===== src/rtl/ft245_fifo_bridge_pkg.sv =====
// Shared types for the FT245 FIFO bridge: FSM state encodings, byte type and
// default FIFO address widths.
package ft245_fifo_bridge_pkg;

  localparam int unsigned DATA_W        = 8;
  localparam int unsigned RX_AW_DEFAULT = 3;
  localparam int unsigned TX_AW_DEFAULT = 3;

  typedef logic [DATA_W-1:0] byte_t;

  typedef enum logic {
    RX_IDLE = 1'b0,
    RX_ACK  = 1'b1
  } rx_state_e;

  typedef enum logic [1:0] {
    TX_IDLE = 2'd0,
    TX_REQ  = 2'd1,
    TX_WAIT = 2'd2
  } tx_state_e;

endpackage


===== src/rtl/ft245_fifo_bridge_if.sv =====
// Bundle of the FT245 state-machine handshake and the user-side FIFO ports.
// The bridge takes the master view; the SM/user environment takes the slave view.
interface ft245_fifo_bridge_if;
  import ft245_fifo_bridge_pkg::*;

  logic  DATA_BYTE_READY;
  byte_t RX_BYTE;
  logic  RSB_INT_EN;
  logic  ENDPOINT_BUSY;
  logic  FT_245_SM_BUSY;
  logic  WRITE_EN;
  logic  WRITE_READY;
  byte_t WRITE_BYTE;
  logic  WRITE_COMPLETE;
  byte_t RX_DATA;
  logic  RX_VALID;
  logic  RX_POP;
  byte_t TX_DATA;
  logic  TX_PUSH;
  logic  TX_FULL;
  logic  RX_OVERFLOW;

  modport master (
    input  DATA_BYTE_READY, RX_BYTE, FT_245_SM_BUSY, WRITE_READY, WRITE_COMPLETE,
           RX_POP, TX_DATA, TX_PUSH,
    output RSB_INT_EN, ENDPOINT_BUSY, WRITE_EN, WRITE_BYTE, RX_DATA, RX_VALID,
           TX_FULL, RX_OVERFLOW
  );

  modport slave (
    output DATA_BYTE_READY, RX_BYTE, FT_245_SM_BUSY, WRITE_READY, WRITE_COMPLETE,
           RX_POP, TX_DATA, TX_PUSH,
    input  RSB_INT_EN, ENDPOINT_BUSY, WRITE_EN, WRITE_BYTE, RX_DATA, RX_VALID,
           TX_FULL, RX_OVERFLOW
  );

endinterface


===== src/rtl/ft245_sync_fifo.sv =====
// Single-clock byte FIFO, 2^AW entries, extra pointer bit distinguishes full
// from empty. Head is presented combinationally from storage.
module ft245_sync_fifo
  import ft245_fifo_bridge_pkg::*;
#(
  parameter int unsigned AW = 3
) (
  input  logic        clk,
  input  logic        rst_n,
  input  logic        push_i,
  input  byte_t       din_i,
  input  logic        pop_i,
  output byte_t       dout_o,
  output logic        full_o,
  output logic        empty_o,
  output logic [AW:0] count_o
);

  localparam int unsigned DEPTH = 1 << AW;

  byte_t       mem_q [DEPTH];
  logic [AW:0] wptr_q;
  logic [AW:0] rptr_q;
  logic        do_push;
  logic        do_pop;

  assign empty_o = (wptr_q == rptr_q);
  assign full_o  = (wptr_q[AW] != rptr_q[AW]) && (wptr_q[AW-1:0] == rptr_q[AW-1:0]);
  assign count_o = wptr_q - rptr_q;
  assign dout_o  = mem_q[rptr_q[AW-1:0]];

  assign do_push = push_i && !full_o;
  assign do_pop  = pop_i && !empty_o;

  // NOTE: sequential state uses non-blocking assignments so every register
  // samples pre-edge values regardless of block ordering.
  always_ff @(posedge clk or negedge rst_n) begin
    if (!rst_n) begin
      wptr_q <= '0;
      rptr_q <= '0;
    end else begin
      if (do_push) wptr_q <= wptr_q + 1'b1;
      if (do_pop)  rptr_q <= rptr_q + 1'b1;
    end
  end

  // NOTE: storage is deliberately not reset; the pointers define validity, and
  // a reset-free array maps onto plain RAM.
  always_ff @(posedge clk) begin
    if (do_push) mem_q[wptr_q[AW-1:0]] <= din_i;
  end

endmodule


===== src/rtl/ft245_fifo_bridge.sv =====
// Bridges the FT245 byte state machine to user logic through an RX and a TX
// FIFO, with read throttling and a sticky RX overflow flag.
module ft245_fifo_bridge
  import ft245_fifo_bridge_pkg::*;
#(
  parameter int unsigned RX_AW = RX_AW_DEFAULT,
  parameter int unsigned TX_AW = TX_AW_DEFAULT
) (
  input  logic                CLK,
  input  logic                RST_N,
  ft245_fifo_bridge_if.master bus
);

  // One slot stays free for a byte the SM may already be reading.
  localparam logic [RX_AW:0] RX_BUSY_LEVEL = (RX_AW+1)'((1 << RX_AW) - 1);

  rx_state_e      rx_state_q;
  logic           rsb_int_en_q;
  logic           rx_overflow_q;
  logic           ep_busy_q;
  logic           rx_push;
  logic           rx_full;
  logic           rx_empty;
  logic [RX_AW:0] rx_count;
  byte_t          rx_head;

  tx_state_e      tx_state_q;
  logic           write_en_q;
  byte_t          write_byte_q;
  logic           tx_pop;
  logic           tx_full;
  logic           tx_empty;
  logic [TX_AW:0] tx_count;
  byte_t          tx_head;

  assign rx_push = (rx_state_q == RX_IDLE) && bus.DATA_BYTE_READY;
  assign tx_pop  = (tx_state_q == TX_WAIT) && bus.WRITE_COMPLETE && !tx_empty;

  ft245_sync_fifo #(.AW(RX_AW)) u_rx_fifo (
    .clk     (CLK),
    .rst_n   (RST_N),
    .push_i  (rx_push),
    .din_i   (bus.RX_BYTE),
    .pop_i   (bus.RX_POP),
    .dout_o  (rx_head),
    .full_o  (rx_full),
    .empty_o (rx_empty),
    .count_o (rx_count)
  );

  ft245_sync_fifo #(.AW(TX_AW)) u_tx_fifo (
    .clk     (CLK),
    .rst_n   (RST_N),
    .push_i  (bus.TX_PUSH),
    .din_i   (bus.TX_DATA),
    .pop_i   (tx_pop),
    .dout_o  (tx_head),
    .full_o  (tx_full),
    .empty_o (tx_empty),
    .count_o (tx_count)
  );

  // A read byte is always acknowledged, even when dropped, so the SM never stalls.
  always_ff @(posedge CLK or negedge RST_N) begin
    if (!RST_N) begin
      rx_state_q    <= RX_IDLE;
      rsb_int_en_q  <= 1'b0;
      rx_overflow_q <= 1'b0;
      ep_busy_q     <= 1'b0;
    end else begin
      ep_busy_q <= (rx_count >= RX_BUSY_LEVEL);
      case (rx_state_q)
        RX_IDLE: begin
          if (bus.DATA_BYTE_READY) begin
            rx_state_q   <= RX_ACK;
            rsb_int_en_q <= 1'b1;
            if (rx_full) rx_overflow_q <= 1'b1;
          end
        end
        RX_ACK: begin
          if (!bus.DATA_BYTE_READY) begin
            rx_state_q   <= RX_IDLE;
            rsb_int_en_q <= 1'b0;
          end
        end
        default: begin
          rx_state_q   <= RX_IDLE;
          rsb_int_en_q <= 1'b0;
        end
      endcase
    end
  end

  always_ff @(posedge CLK or negedge RST_N) begin
    if (!RST_N) begin
      tx_state_q   <= TX_IDLE;
      write_en_q   <= 1'b0;
      write_byte_q <= '0;
    end else begin
      case (tx_state_q)
        TX_IDLE: begin
          if ((tx_count != '0) && !bus.FT_245_SM_BUSY) begin
            tx_state_q   <= TX_REQ;
            write_en_q   <= 1'b1;
            write_byte_q <= tx_head;
          end
        end
        TX_REQ: begin
          if (bus.WRITE_READY) begin
            tx_state_q <= TX_WAIT;
            write_en_q <= 1'b0;
          end
        end
        TX_WAIT: begin
          if (bus.WRITE_COMPLETE) tx_state_q <= TX_IDLE;
        end
        default: begin
          tx_state_q <= TX_IDLE;
          write_en_q <= 1'b0;
        end
      endcase
    end
  end

  assign bus.RSB_INT_EN    = rsb_int_en_q;
  assign bus.ENDPOINT_BUSY = ep_busy_q;
  assign bus.RX_OVERFLOW   = rx_overflow_q;
  assign bus.WRITE_EN      = write_en_q;
  assign bus.WRITE_BYTE    = write_byte_q;
  assign bus.RX_DATA       = rx_head;
  assign bus.RX_VALID      = !rx_empty;
  assign bus.TX_FULL       = tx_full;

endmodule


===== src/flat_wrapper.sv =====
// flat-port wrapper written by rule: the top's interface ports become plain ports
module ft245_fifo_bridge_flat import ft245_fifo_bridge_pkg::*;
#(
  parameter int unsigned RX_AW = RX_AW_DEFAULT,
  parameter int unsigned TX_AW = TX_AW_DEFAULT
)
  (CLK, RST_N, bus_DATA_BYTE_READY, bus_RX_BYTE, bus_FT_245_SM_BUSY, bus_WRITE_READY, bus_WRITE_COMPLETE, bus_RX_POP, bus_TX_DATA, bus_TX_PUSH, bus_RSB_INT_EN, bus_ENDPOINT_BUSY, bus_WRITE_EN, bus_WRITE_BYTE, bus_RX_DATA, bus_RX_VALID, bus_TX_FULL, bus_RX_OVERFLOW);
  ft245_fifo_bridge_if bus_i ();
  input  logic CLK;
  input  logic RST_N;
  input wire logic [$bits(bus_i.DATA_BYTE_READY)-1:0] bus_DATA_BYTE_READY;
  input wire logic [$bits(bus_i.RX_BYTE)-1:0] bus_RX_BYTE;
  input wire logic [$bits(bus_i.FT_245_SM_BUSY)-1:0] bus_FT_245_SM_BUSY;
  input wire logic [$bits(bus_i.WRITE_READY)-1:0] bus_WRITE_READY;
  input wire logic [$bits(bus_i.WRITE_COMPLETE)-1:0] bus_WRITE_COMPLETE;
  input wire logic [$bits(bus_i.RX_POP)-1:0] bus_RX_POP;
  input wire logic [$bits(bus_i.TX_DATA)-1:0] bus_TX_DATA;
  input wire logic [$bits(bus_i.TX_PUSH)-1:0] bus_TX_PUSH;
  output wire logic [$bits(bus_i.RSB_INT_EN)-1:0] bus_RSB_INT_EN;
  output wire logic [$bits(bus_i.ENDPOINT_BUSY)-1:0] bus_ENDPOINT_BUSY;
  output wire logic [$bits(bus_i.WRITE_EN)-1:0] bus_WRITE_EN;
  output wire logic [$bits(bus_i.WRITE_BYTE)-1:0] bus_WRITE_BYTE;
  output wire logic [$bits(bus_i.RX_DATA)-1:0] bus_RX_DATA;
  output wire logic [$bits(bus_i.RX_VALID)-1:0] bus_RX_VALID;
  output wire logic [$bits(bus_i.TX_FULL)-1:0] bus_TX_FULL;
  output wire logic [$bits(bus_i.RX_OVERFLOW)-1:0] bus_RX_OVERFLOW;
  assign bus_i.DATA_BYTE_READY = bus_DATA_BYTE_READY;
  assign bus_i.RX_BYTE = bus_RX_BYTE;
  assign bus_i.FT_245_SM_BUSY = bus_FT_245_SM_BUSY;
  assign bus_i.WRITE_READY = bus_WRITE_READY;
  assign bus_i.WRITE_COMPLETE = bus_WRITE_COMPLETE;
  assign bus_i.RX_POP = bus_RX_POP;
  assign bus_i.TX_DATA = bus_TX_DATA;
  assign bus_i.TX_PUSH = bus_TX_PUSH;
  assign bus_RSB_INT_EN = bus_i.RSB_INT_EN;
  assign bus_ENDPOINT_BUSY = bus_i.ENDPOINT_BUSY;
  assign bus_WRITE_EN = bus_i.WRITE_EN;
  assign bus_WRITE_BYTE = bus_i.WRITE_BYTE;
  assign bus_RX_DATA = bus_i.RX_DATA;
  assign bus_RX_VALID = bus_i.RX_VALID;
  assign bus_TX_FULL = bus_i.TX_FULL;
  assign bus_RX_OVERFLOW = bus_i.RX_OVERFLOW;
  ft245_fifo_bridge #(.RX_AW(RX_AW), .TX_AW(TX_AW)) u_core (.CLK(CLK), .RST_N(RST_N), .bus(bus_i));
endmodule

===== config.mk =====
export PLATFORM = sky130hd
export DESIGN_NAME = ft245_fifo_bridge_flat
export DESIGN_NICKNAME = d
export VERILOG_FILES = /design/src/rtl/ft245_fifo_bridge_pkg.sv /design/src/rtl/ft245_fifo_bridge_if.sv /design/src/rtl/ft245_sync_fifo.sv /design/src/rtl/ft245_fifo_bridge.sv /design/src/flat_wrapper.sv
export SDC_FILE = /design/constraint.sdc
export NUM_CORES = 1
export LEC_CHECK = 0
export CORE_UTILIZATION = 50
export DETAILED_ROUTE_END_ITERATION = 10
export GPL_TIMING_DRIVEN = 0
export PLACE_DENSITY = 0.7
export SETUP_SLACK_MARGIN = 0.15
export SYNTH_ARGS = -nofsm -noshare
export SYNTH_HDL_FRONTEND = slang
export SYNTH_SLANG_ARGS = --single-unit

===== constraint.sdc =====
create_clock -name CLK -period 3.24 [get_ports CLK]
set_input_delay 0.648 -clock CLK [delete_from_list [all_inputs] [get_ports CLK]]
set_output_delay 0.648 -clock CLK [all_outputs]
set_load 0.02 [all_outputs]

==> summary.md, run 1 <==
| Metric | Value |
|---|---|
| Status | complete, no violations |
| Largest area contributor in the netlist | edfxtp_1 |
| Fin crit share | 87.69% |
| Slew @ Worst Pin | about 0.87 ns |
| Rows | 41 |
| Die width | roughly 120 um |
| Final WL | between 10000 and 15000 um |
| Drt wl/cell | 17.77 um |
| Starting Density | around 52% |
| Worst rel slew slack | 41.68% |
| YS warnings | 0 |
| Clk root buf | clkbuf_16 |
| DR vias/cell | approximately 5.3 |
| Post-DRT Antenna Nets | 0 |
| Post-CTS Hold Buffers | 0 |
| CP cell instances | buf_6, buf_6, mux4_2, nand2_1, nand2_1, dlygate4sd2_1 |
| Die ar. | approximately 14000 um^2 |
| Skew-Pair Late Insertion Delay | 0.42 ns |
| Syn nets | ~420 |
| Initial drt markers | 252 |
| Yosys cell types | 37 |
| Minimum hold slack | 0.2956 ns |
| Synth top area share | 58.75% |
| Via count | 3316 |
| Placed Area | a little over 7000 um^2 |
| Fin util | 61.97% |
| Hold Path Class | input port to asynchronous set/reset pin |
| Slew Limit Fails | 0 |
| CTS tree | built |
| Finished layout cell area | 7853 um^2 |
| Crit path DAT | roughly 2.2 ns |
| Total GRT Usage | a little under a fifth |
| FF+latch count, synth | ~160 |
| Largest net degree at the start of global routing | 32 |
| Critical Path End Type | output pin |
| Core Region | about 13000 um^2 |
| Fin Setup TNS | 0 ns |
| Worst reg2reg path startpoint | u_core.u_rx_fifo.rptr_q[2]$_DFFE_PN0P_ |
| Cell count after synthesis | approximately 380 |
| Ranking of synthesized cells by area | edfxtp_1 (59%), dfrtp_1 (12%), mux4_2 (8.3%) |
| Vias in the first global route | between 3000 and 4000 |
| Fill count | between 900 and 1000 |
| Final Hold Fails | 0 |
| Initial antenna violation count | 0 |
| P_leak | between 2 and 3 nW |
| Critical path peak fanout | 10 |
| Power Total | between 0.007 and 0.008 W |
| Max Fclk | around 0.35 GHz |
| Die span in y | between 100 and 150 um |
| Synthesized cell area | 6543 um^2 |
| Port buffer count | 45 |
| H-tree depth | 4 |
| RSZ-0062 raised after global routing | false |
| Clock Tree Buf Depth | 2 |
| Final setup viols | 0 |
| Crit Path Category | register to output pin |
| Final min period | between 2 and 3 ns |
| Maximum VDD drop | approximately 590 uV |
| Number of nets in the layout | 480 |
| Area grow syn2layout | 20.02% |
| PwrDens | 960.3 nW/um^2 |
| Io pins | 46 |
| Asr flop ratio synth | about a fifth |
| Worst reg2reg path endpoint | u_core.u_rx_fifo.mem_q[4][0]$_DFFE_PP_ |
| Share of cells above drive strength 1 | 18.42% |
| Grt ovf | 0 |
| Worst endpoint required time | 2.59 ns |
| Top_reg_cell synth | edfxtp_1 |
| Slowest CP cell | mux4_2 |
| First-pass GRT wire length | approximately 18000 um |
| Clk_skew | approximately 0.0067 ns |
| DRC violations left | 0 |
| Post-synthesis sequential area ratio | a little over 70% |
| Post-synth EDFFs | 128 |
| Detail Placement HPWL | about 7400 um |
| Num CTS Buffers | 17 |
| CP peak stage delay | ~0.52 ns |
| Ant diodes | 0 |
| GP Congestion | 0.7096 |
| Total iterations of the first detailed-routing run | 4 |
| Clock transition at path regs | 0.06 ns |
| Syn avg cell area | 17.26 um^2 |
| Max Cap Viol | 0 |
| R2R Setup Slk | roughly 0.5 ns |
| R2r worst-path depth | 7 |
| Total clock sinks | 159 |
| CP Launch Type | register |
## through the flow
stage / std cells / worst slack (ns)
after global placement: 596 / -0.2236
after CTS: 628 / 0.1586
after global routing: 628 / 0.2346
after floorplan: 379 / 0.5845
final: 628 / 0.3987
after detailed placement: 596 / -0.3075
## cell type report
| class | count | area, um^2 | share of cell area, % |
|---|---|---|---|
| inverter | 13 | 50.05 | 0.6373 |
| clock buffer | 18 | 429.2 | 5.465 |
| sequential | 159 | 4619 | 58.83 |
| timing repair buffer | 45 | 447.9 | 5.704 |
| tap | 172 | 215.2 | 2.741 |
| buffer | 10 | 100.1 | 1.275 |
| clock inverter | 14 | 167.7 | 2.135 |
| multi-input combinational | 197 | 1823 | 23.22 |
## worst max-delay path, delay by kind of cell, from the launching register on
family / cells / cell delay, ns
buffers and inverters: 3 / 0.72
multiplexers: 1 / 0.52
flip-flops: 1 / 0.41
AND/OR/NAND/NOR: 2 / 0.13
## Yosys cell counts (all sizes together), types with 2 or more instances
master  count
ha         11
nand3       6
fa          2
a21oi       2
nand2b      4
a21o        2
inv        12
mux2        9
o21a        2
nand3b      5
xnor2      12
clkbuf      2
buf         8
or3         3
nor3        5
nand4       3
nand2      71
edfxtp    128
dfrtp      31
o21ai       9
xor2        2
nor2       13
mux4       32
## cell usage in the layout (no fill, tap or decap), types with 6 or more instances in the layout
| master | count |
|---|---|
| clkbuf_16 | 17 |
| clkdlybuf4s50_1 | 34 |
| dfrtp_1 | 31 |
| dlygate4sd2_1 | 6 |
| edfxtp_1 | 128 |
| ha_1 | 11 |
| inv_1 | 9 |
| mux2_4 | 8 |
| mux4_1 | 8 |
| mux4_2 | 24 |
| nand2_1 | 71 |
| nor2_1 | 13 |
| xnor2_1 | 10 |
## state kept, by name, summed over array words and instances (netlist names)
signal,flops
u_core.u_rx_fifo.mem_q,64
u_core.u_tx_fifo.mem_q,64
u_core.bus.WRITE_BYTE,8
u_core.u_rx_fifo.rptr_q,4
u_core.u_rx_fifo.wptr_q,4
u_core.u_tx_fifo.rptr_q,4
u_core.u_tx_fifo.wptr_q,4
u_core.tx_state_q,2
u_core.bus.ENDPOINT_BUSY,1
u_core.bus.RSB_INT_EN,1
u_core.bus.RX_OVERFLOW,1
u_core.bus.WRITE_EN,1
u_core.rx_state_q,1
## repair_timing
item                       4_1_cts  5_1_grt
pin swaps                        0        0
buffers inserted                 0        0
resized for setup               21        4
setup endpoints to repair       74        4
gates cloned                     0        0
## layer usage
metal	share of wire (%)	vias to the layer above	GRT usage, %
met2	51	55	32.39
met1	44	1678	23.84
met4	1.3	0	6.752
li1	-	1571	-
met5	0	-	0
met3	3.7	12	5.293
## worst max-delay path by stage
stage | from | end | slack [ns] | depth (start not counted)
after floorplan | u_core.u_rx_fifo.rptr_q[1]$_DFFE_PN0P_ | u_core.u_rx_fifo.mem_q[0][0]$_DFFE_PP_ | 0.58 | 8
after global placement | u_core.u_rx_fifo.rptr_q[1]$_DFFE_PN0P_ | u_core.u_rx_fifo.mem_q[0][6]$_DFFE_PP_ | -0.22 | 8
after detailed placement | u_core.u_rx_fifo.rptr_q[1]$_DFFE_PN0P_ | u_core.u_rx_fifo.mem_q[0][6]$_DFFE_PP_ | -0.31 | 8
after CTS | u_core.u_rx_fifo.rptr_q[0]$_DFFE_PN0P_ | bus_RX_DATA[0] | 0.16 | 6
after global routing | u_core.u_tx_fifo.rptr_q[1]$_DFFE_PN0P_ | bus_TX_FULL | 0.23 | 7
final | u_core.u_rx_fifo.rptr_q[0]$_DFFE_PN0P_ | bus_RX_DATA[1] | 0.40 | 6
## kinds of logic after synthesis
logic type	synth area share [%]
and+or+nand+nor	7.573
buffers and inverters	1.836
adders and majority gates	2.716
AOI/OAI and AO/OA	1.683
muxes	13.48
xor gates and xnor gates	2.104
DFF	70.61
## power by group
part | internal (W) | switching [W]
Combinational | 0.00132 | 0.00140
Sequential | 0.00260 | 0.000230
Clock | 0.00121 | 0.000780
Total | 0.00513 | 0.00241
(Power assumes the default switching activity.)
==> run 2: changes to the inputs <==
- PLACE_DENSITY: 0.7 -> 0.72
- SYNTH_HIERARCHICAL: unset -> 1
==> run 2 against run 1 <==
Effect of this change:
- synthesized cell count decreased by 1.3%
- combinational power rose by 5%
- register-to-register slack worse by 0.11 ns
- largest cell class unchanged
- sequential share of layout area down 0.44 points
- via count up 2.8%
- maximum frequency fell by 4.0%
- total power rose by 1.2%
- worst setup slack got worse by 0.12 ns
- clock power down 5%
- first-iteration DRC count shrank 13%
- final area increased by 0.78%
==> summary.md, run 2 <==
| Metric | Value |
|---|---|
| Most common cell after layout, fill and taps aside | edfxtp_1 |
| Ranking of synthesized cells by area | edfxtp_1 (59%), dfrtp_1 (12%), mux4_2 (10%) |
| Syn nets | 411 (-1.2%) |
| Final Hold Fails | 0 (unchanged) |
| CP Launch Type | register |
| Clock transition at path regs | 0.06 ns (about the same) |
| Number of nets in the layout | 480 (unchanged) |
| Initial drt markers | 218 (-13%) |
| Gate power share | 37.3% (+1.2 points) |
| Slew @ Worst Pin | 1.234 ns (+0.3623 ns) |
| Status | complete, no violations |
| Most frequent cells in the layout | edfxtp_1 (128), nand2_1 (55), clkdlybuf4s50_1 (37) |
| Met2 Use GR | 32.35% (-0.039 points) |
| Worst reg2reg path startpoint | u_core/u_tx_fifo/rptr_q[1]$_DFFE_PN0P_ |
| Largest net degree at the start of global routing | 32 (unchanged) |
| CP peak stage delay | 0.54 ns (+0.02 ns) |
| Hold Path Class | input port to asynchronous set/reset pin |
| Synth top area share | 58.50% (-0.25 points) |
| CTS tree | built |
| Die span in y | 116.6 um (+0.21%) |
| Grt ovf | 0 (unchanged) |
| Die width | 116.6 um (+0.21%) |
| Drt wl/cell | 18.94 um (+6.6%) |
| Ant diodes | 0 (unchanged) |
| Max Fclk | 0.3380 GHz (-4.0%) |
| Grt peak-use layer | met2 |
| Sequential share of power | 37.7% (+0.2 points) |
| Post-synth EDFFs | 128 (unchanged) |
| Die ar. | 13600 um^2 (+0.41%) |
| Critical Path End Type | output pin |
| Skew-Pair Late Insertion Delay | 0.42 ns (about the same) |
| P_leak | 2.915 nW (-0.20%) |
| Clk_skew | 0.008007 ns (+0.001270 ns) |
| Clk root buf | clkbuf_16 |
| Share of cells above drive strength 1 | 24.56% (+6.1 points) |
| Final min period | 2.959 ns (+0.1173 ns) |
| Cell count after synthesis | 374 (-1.3%) |
| GP Congestion | 0.8202 (+16%) |
| FF+latch count, synth | 159 (unchanged) |
| Maximum VDD drop | 467.4 uV (-21%) |
| H-tree depth | 4 (unchanged) |
| Port buffer count | 45 (unchanged) |
| P_int | 0.005141 W (+0.14%) |
| Top post-synthesis cells by count | edfxtp_1 (128), nand2_1 (55), dfrtp_1 (31) |
| Net switching power | 0.002490 W (+3.4%) |
| GR Util met1 | 24.58% (+0.74 points) |
| Area grow syn2layout | 20.45% |
| Finished layout cell area | 7914 um^2 (+0.78%) |
| Fin Setup TNS | 0 ns (unchanged) |
| Core Region | 12720 um^2 (+0.40%) |
| Syn avg cell area | 17.57 um^2 (+1.8%) |
| Critical path peak fanout | 10 (unchanged) |
| Yosys cell types | 33 (-11%) |
| Crit Path Category | register to output pin |
| YS warnings | 6 (+6) |
| Crit path DAT | 2.31 ns (+0.12 ns) |
| R2R Setup Slk | 0.39 ns (-0.11 ns) |
| Asr flop ratio synth | 19.50% (unchanged) |
| Clk pwr share | 24.9% (-1.5 points) |
| Vias in the first global route | 3424 (-2.3%) |
| First-pass GRT wire length | 18570 um (+0.75%) |
| Fill count | 971 (+0.62%) |
| DR vias/cell | 5.428 (+2.8%) |
| Post-synthesis sequential area ratio | 70.31% (-0.30 points) |
| Area occupied by multi-input gates | 1836 um^2 (+0.69%) |
| Starting Density | 51.64% (about the same) |
| Total clock sinks | 159 (unchanged) |
| Rows | 41 (unchanged) |
| Num CTS Buffers | 17 (unchanged) |
| Detail Placement HPWL | 7784 um (+4.6%) |
| Final setup viols | 0 (unchanged) |
| RSZ-0062 raised after global routing | false |
| Total iterations of the first detailed-routing run | 4 (unchanged) |
| Placed Area | 7288 um^2 (+1.2%) |
| Slew Limit Fails | 0 (unchanged) |
| Power Total | 0.007631 W (+1.2%) |
| Worst rel slew slack | 17.11% (-25 points) |
| Total GRT Usage | 19.43% (+0.26 points) |
| Worst endpoint required time | 2.59 ns (about the same) |
| Worst reg2reg path endpoint | u_core/bus.WRITE_BYTE[2]$_DFFE_PN0P_ |
| Synthesized cell area | 6570 um^2 (+0.42%) |
| Post-Place Cells | 594 (-0.34%) |
| Top_reg_cell synth | edfxtp_1 |
| PwrDens | 964.2 nW/um^2 (+0.41%) |
| Fin crit share | 91.32% (+3.6 points) |
| Io pins | 46 (unchanged) |
| Switching share of power | 32.63% (+0.71 points) |
| Initial antenna violation count | 0 (unchanged) |
| Clock Tree Buf Depth | 2 (unchanged) |
| DRC violations left | 0 (unchanged) |
| Slowest CP cell | clkdlybuf4s50_1 |
| Via count | 3409 (+2.8%) |
| CP cell instances | buf_8, buf_12, mux4_2, nand2_1, nand2_1, clkdlybuf4s50_1 |
| Post-DRT Antenna Nets | 0 (unchanged) |
| Final WL | 11900 um (+6.6%) |
| Largest area contributor in the netlist | edfxtp_1 |
| Reg area | 4621 um^2 (about the same) |
| Max Cap Viol | 0 (unchanged) |
| Crit path top cell by count | nand2_1 |
| GR Util met3 | 4.463% (-0.83 points) |
| Finished Layout Cells | 628 (unchanged) |
| Top-count cell post-synth | edfxtp_1 |
| R2r worst-path depth | 11 (+4) |
## run 2: cell types whose count changed after synthesis, sizes merged, moves of 3 or more
cell and delta:
or3 -3, nor2 +4, nor4 +4, inv +8, nand2 -16, nor3 +3, nand2b -3, xor2 +6
nand4 -3, nand3b -4, mux2 +3
## run 2: layout make-up
type,count,share of cell area (%)
flip-flops and latches,159,58.39
multi-input cells,185,23.19
clock inverters,12,1.518
repair buffers,50,6.198
inverters,20,0.9486
plain buffers,10,1.391
clock buffers,20,5.644
well taps,172,2.719
## run 2: worst max-delay path by stage
stage | start | endpoint | slack, ns | cells after the start
2_1_floorplan | u_core/u_tx_fifo/rptr_q[1]$_DFFE_PN0P_ | u_core/u_tx_fifo/mem_q[0][0]$_DFFE_PP_ | 0.54 | 7
3_3_place_gp | u_core/u_rx_fifo/rptr_q[1]$_DFFE_PN0P_ | u_core/u_rx_fifo/mem_q[0][6]$_DFFE_PP_ | -0.53 | 7
3_5_place_dp | u_core/u_tx_fifo/rptr_q[1]$_DFFE_PN0P_ | u_core/u_tx_fifo/mem_q[4][3]$_DFFE_PP_ | -0.05 | 7
4_1_cts | u_core/u_rx_fifo/rptr_q[0]$_DFFE_PN0P_ | bus_RX_DATA[1] | 0.15 | 6
5_1_grt | u_core/u_rx_fifo/rptr_q[0]$_DFFE_PN0P_ | bus_RX_DATA[3] | 0.16 | 6
6_report | u_core/u_rx_fifo/rptr_q[0]$_DFFE_PN0P_ | bus_RX_DATA[6] | 0.28 | 6
## run 2: logic make-up (layout without fill, tap and decap cells)
logic type	Yosys count	after routing	share of synthesized area, %
flops	159	159	70.31
simple gates	91	91	6.037
mux	44	44	13.25
buf+inv	30	112	2.552
xor+xnor	20	20	2.895
compound gates	17	17	2.247
fa+ha+maj	13	13	2.704
## run 2: repair_timing
action / 4_1_cts / 5_1_grt
resized for setup: 10 / 7
setup endpoints to repair: 31 / 24
buffers inserted: 0 / 2
hold buffers: 0 / 0
pin swaps: 0 / 1
## run 2: worst max-delay path: cells and delay by family (launching register included)
family,cells,cell delay (ns)
AND/OR/NAND/NOR,2,0.12
flip-flops,1,0.40
multiplexers,1,0.49
buffers and inverters,3,0.87
## run 2: layer usage
| metal | up-vias | wire length (um) |
|---|---|---|
| li1 | 1555 | - |
| met1 | 1751 | 5045 |
| met2 | 80 | 6036 |
| met3 | 23 | 569 |
| met4 | 0 | 246 |
| met5 | - | 0 |
## run 2: power groups by stage
stage	combinational (W)	sequential [W]	clock (W)
6_report	0.00285	0.00288	0.00190
5_1_grt	0.00313	0.00292	0.00201
4_1_cts	0.00289	0.00288	0.00194
3_5_place_dp	0.00284	0.00291	0
3_3_place_gp	0.00275	0.00287	0
2_1_floorplan	0.00192	0.00293	0
## run 2: per-stage QoR
| step | utilization (%) | setup slack [ns] | hold WS, ns |
|---|---|---|---|
| floorplan | - | 0.5396 | 0.3524 |
| global placement | 56.87 | -0.5252 | 0.4479 |
| detailed placement | 57.29 | -0.04991 | 0.4597 |
| CTS | 61.94 | 0.1510 | 0.3153 |
| global route | 62.21 | 0.1593 | 0.3593 |
| finish | 62.21 | 0.2814 | 0.2931 |
==> run 3: changes to the inputs <==
- clock period: 3.24 -> 3.55 ns (I/O delays scaled with it)
==> run 3 against run 2 <==
Effect of this change:
- clock power is 9% lower
- clock skew hardly changed
- die area stayed put
- via count is 0.97% lower
- critical endpoint is now bus_TX_FULL
- largest cell class unchanged
- largest power group unchanged
- highest routed layer unchanged
==> summary.md, run 3 (same netlist as run 2, synthesis figures left out) <==
| Metric | Value |
|---|---|
| Max Fclk | ~0.31 GHz |
| Slowest CP cell | clkdlybuf4s50_1 |
| First-pass GRT wire length | 18560 um (about the same) |
| Final setup viols | 0 (unchanged) |
| Crit path buffers/inverters | 4 (+1) |
| DR vias/cell | 5.393 (-0.65%) |
| PwrDens | 882.7 nW/um^2 (-8.5%) |
| Drt wl/cell | 19.09 um (+0.77%) |
| Fin crit share | about 92% |
| Io pins | 46 (unchanged) |
| Fill count | 974 (+0.31%) |
| Critical path peak fanout | 10 (unchanged) |
| DRC violations left | 0 (unchanged) |
| Share of cells above drive strength 1 | 23.79% (-0.77 points) |
| Die width | 116.6 um (unchanged) |
| Final Hold Fails | 0 (unchanged) |
| Slew Limit Fails | 0 (unchanged) |
| GP Congestion | 0.8202 (unchanged) |
| Post-CTS Setup Bufs | 0 (unchanged) |
| CP cell instances | buf_4, buf_4, inv_1, ha_1, nand3_2, nor2_1, clkdlybuf4s50_1 |
| Port buffer count | 45 (unchanged) |
| Area grow syn2layout | 19.86% |
| Starting Density | 51.64% (unchanged) |
| Number of nets in the layout | 478 (-0.42%) |
| Skew-Pair Late Insertion Delay | 0.42 ns (about the same) |
| Clock Tree Buf Depth | 2 (unchanged) |
| Status | complete, no violations |
| Most common cell after layout, fill and taps aside | edfxtp_1 |
| Die ar. | 13600 um^2 (unchanged) |
| Critical Path End Type | output pin |
| Hold Path Class | input port to asynchronous set/reset pin |
| H-tree depth | 4 (unchanged) |
| Max Cap Viol | 0 (unchanged) |
| Crit path DAT | 2.56 ns (+0.25 ns) |
| Final min period | between 3 and 4 ns |
| Vias in the first global route | 3417 (-0.20%) |
| Gate power share | 37.3% (about the same) |
| Maximum VDD drop | 427.6 uV (-8.5%) |
| P_int | 0.004683 W (-8.9%) |
| P_leak | 2.847 nW (-2.3%) |
| Core Region | 12720 um^2 (unchanged) |
| Most frequent cells in the layout | edfxtp_1 (128), nand2_1 (55), clkdlybuf4s50_1 (44) |
| Rows | 41 (unchanged) |
| Initial drt markers | 247 (+13%) |
| Num CTS Buffers | 17 (unchanged) |
| Initial antenna violation count | 0 (unchanged) |
| Power Total | 0.006951 W (-8.9%) |
| Switching share of power | 32.63% (about the same) |
| Worst rel slew slack | 15.67% (-1.4 points) |
| Largest net degree at the start of global routing | 32 (unchanged) |
| CP peak stage delay | 0.61 ns (+0.07 ns) |
| Clk root buf | clkbuf_16 |
| Clk pwr share | 24.9% (about the same) |
| Via count | 3376 (-0.97%) |
| Post-DRT Antenna Nets | 0 (unchanged) |
| Finished Layout Cells | 626 (-0.32%) |
| Sequential share of power | 37.7% (about the same) |
| CTS tree | built |
| Post-CTS Hold Buffers | 0 (unchanged) |
| Final WL | 11950 um (+0.45%) |
| Slew @ Worst Pin | 1.255 ns (+0.02142 ns) |
| CP Launch Type | register |
| Post-Place Cells | 594 (unchanged) |
| Total GRT Usage | 19.43% (unchanged) |
| Detail Placement HPWL | 7784 um (unchanged) |
| Clk_skew | 0.008466 ns (+0.0004595 ns) |
| Ant diodes | 0 (unchanged) |
| RSZ-0062 raised after global routing | true |
| CP top delay family | buffers and inverters |
| Crit path top cell by count | buf_4 |
| Total clock sinks | 159 (unchanged) |
| Net switching power | 0.002268 W (-8.9%) |
| Worst endpoint required time | 2.84 ns (+0.25 ns) |
| Crit Path Category | register to output pin |
| Grt ovf | 0 (unchanged) |
| Die span in y | 116.6 um (unchanged) |
| Clock transition at path regs | 0.06 ns (about the same) |
| Total iterations of the first detailed-routing run | 4 (unchanged) |
run 3: worst paths after layout:
check | start | to | slack (ns) | depth (start not counted)
max reg2reg | u_core/u_tx_fifo/rptr_q[1]$_DFFE_PN0P_ | u_core/bus.WRITE_BYTE[2]$_DFFE_PN0P_ | 0.54 | 10
min | RST_N | u_core/rx_state_q$_DFF_PN0_ | 0.35 | 1
max | u_core/u_tx_fifo/rptr_q[1]$_DFFE_PN0P_ | bus_TX_FULL | 0.28 | 7
max in group asynchronous | RST_N | u_core/bus.WRITE_BYTE[0]$_DFFE_PN0P_ | 2.71 | 1
min in group CLK | u_core/bus.RX_OVERFLOW$_DFFE_PN0P_ | u_core/bus.RX_OVERFLOW$_DFFE_PN0P_ | 0.48 | 1
min reg2reg | u_core/bus.RX_OVERFLOW$_DFFE_PN0P_ | u_core/bus.RX_OVERFLOW$_DFFE_PN0P_ | 0.48 | 1
run 3: worst register-to-register path: cells and delay by family (launching register included):
family | cells | cell delay, ns
mux | 1 | 0.42
fa+ha+maj | 1 | 0.30
compound gates | 2 | 0.36
xor+xnor | 1 | 0.13
flops | 1 | 0.40
buf+inv | 3 | 0.54
simple gates | 2 | 0.75
run 3: what timing repair did:
action	CTS	global route
endpoints found under the setup margin	2	2
cloned	0	0
resized for setup	4	2
run 3: power by group through the flow:
stage          Sequential, W  Combinational, W  Clock (W)
6_report             0.00262           0.00260    0.00173
5_1_grt              0.00266           0.00285    0.00183
4_1_cts              0.00263           0.00262    0.00177
3_5_place_dp         0.00266           0.00259          0
3_3_place_gp         0.00262           0.00251          0
2_1_floorplan        0.00267           0.00175          0
run 3: metal layers:
metal  GRT usage, %  wire length [um]  vias to the layer above
met1          24.61              5170                     1729
met2          32.31              6091                       78
li1               -                 -                     1552
met4          8.439               185                        0
met5              0                 0                        -
met3          4.463               502                       17
run 3: cell type report:
class / instances / area (um^2) / share of cell area [%]
Clock inverter: 12 / 120.1 / 1.525
Tap cell: 172 / 215.2 / 2.733
Clock buffer: 20 / 446.7 / 5.672
Inverter: 20 / 75.07 / 0.9533
Buffer: 10 / 102.6 / 1.303
Sequential cell: 159 / 4619 / 58.66
Multi-Input combinational cell: 185 / 1831 / 23.24
Timing Repair Buffer: 48 / 465.4 / 5.910
run 3: through the flow:
step                setup TNS (ns)  setup WS, ns  cell area, um^2  util (%)  hold slack (ns)
floorplan                        0        0.8496             6570         -           0.4144
global placement            -3.422       -0.2152             7236     56.87           0.4479
detailed placement               0        0.2601             7288     57.29           0.4597
CTS                              0        0.1404             7865     61.82           0.3773
global route                     0        0.1415             7875     61.90           0.4213
finish                           0        0.2801             7875     61.90           0.3546
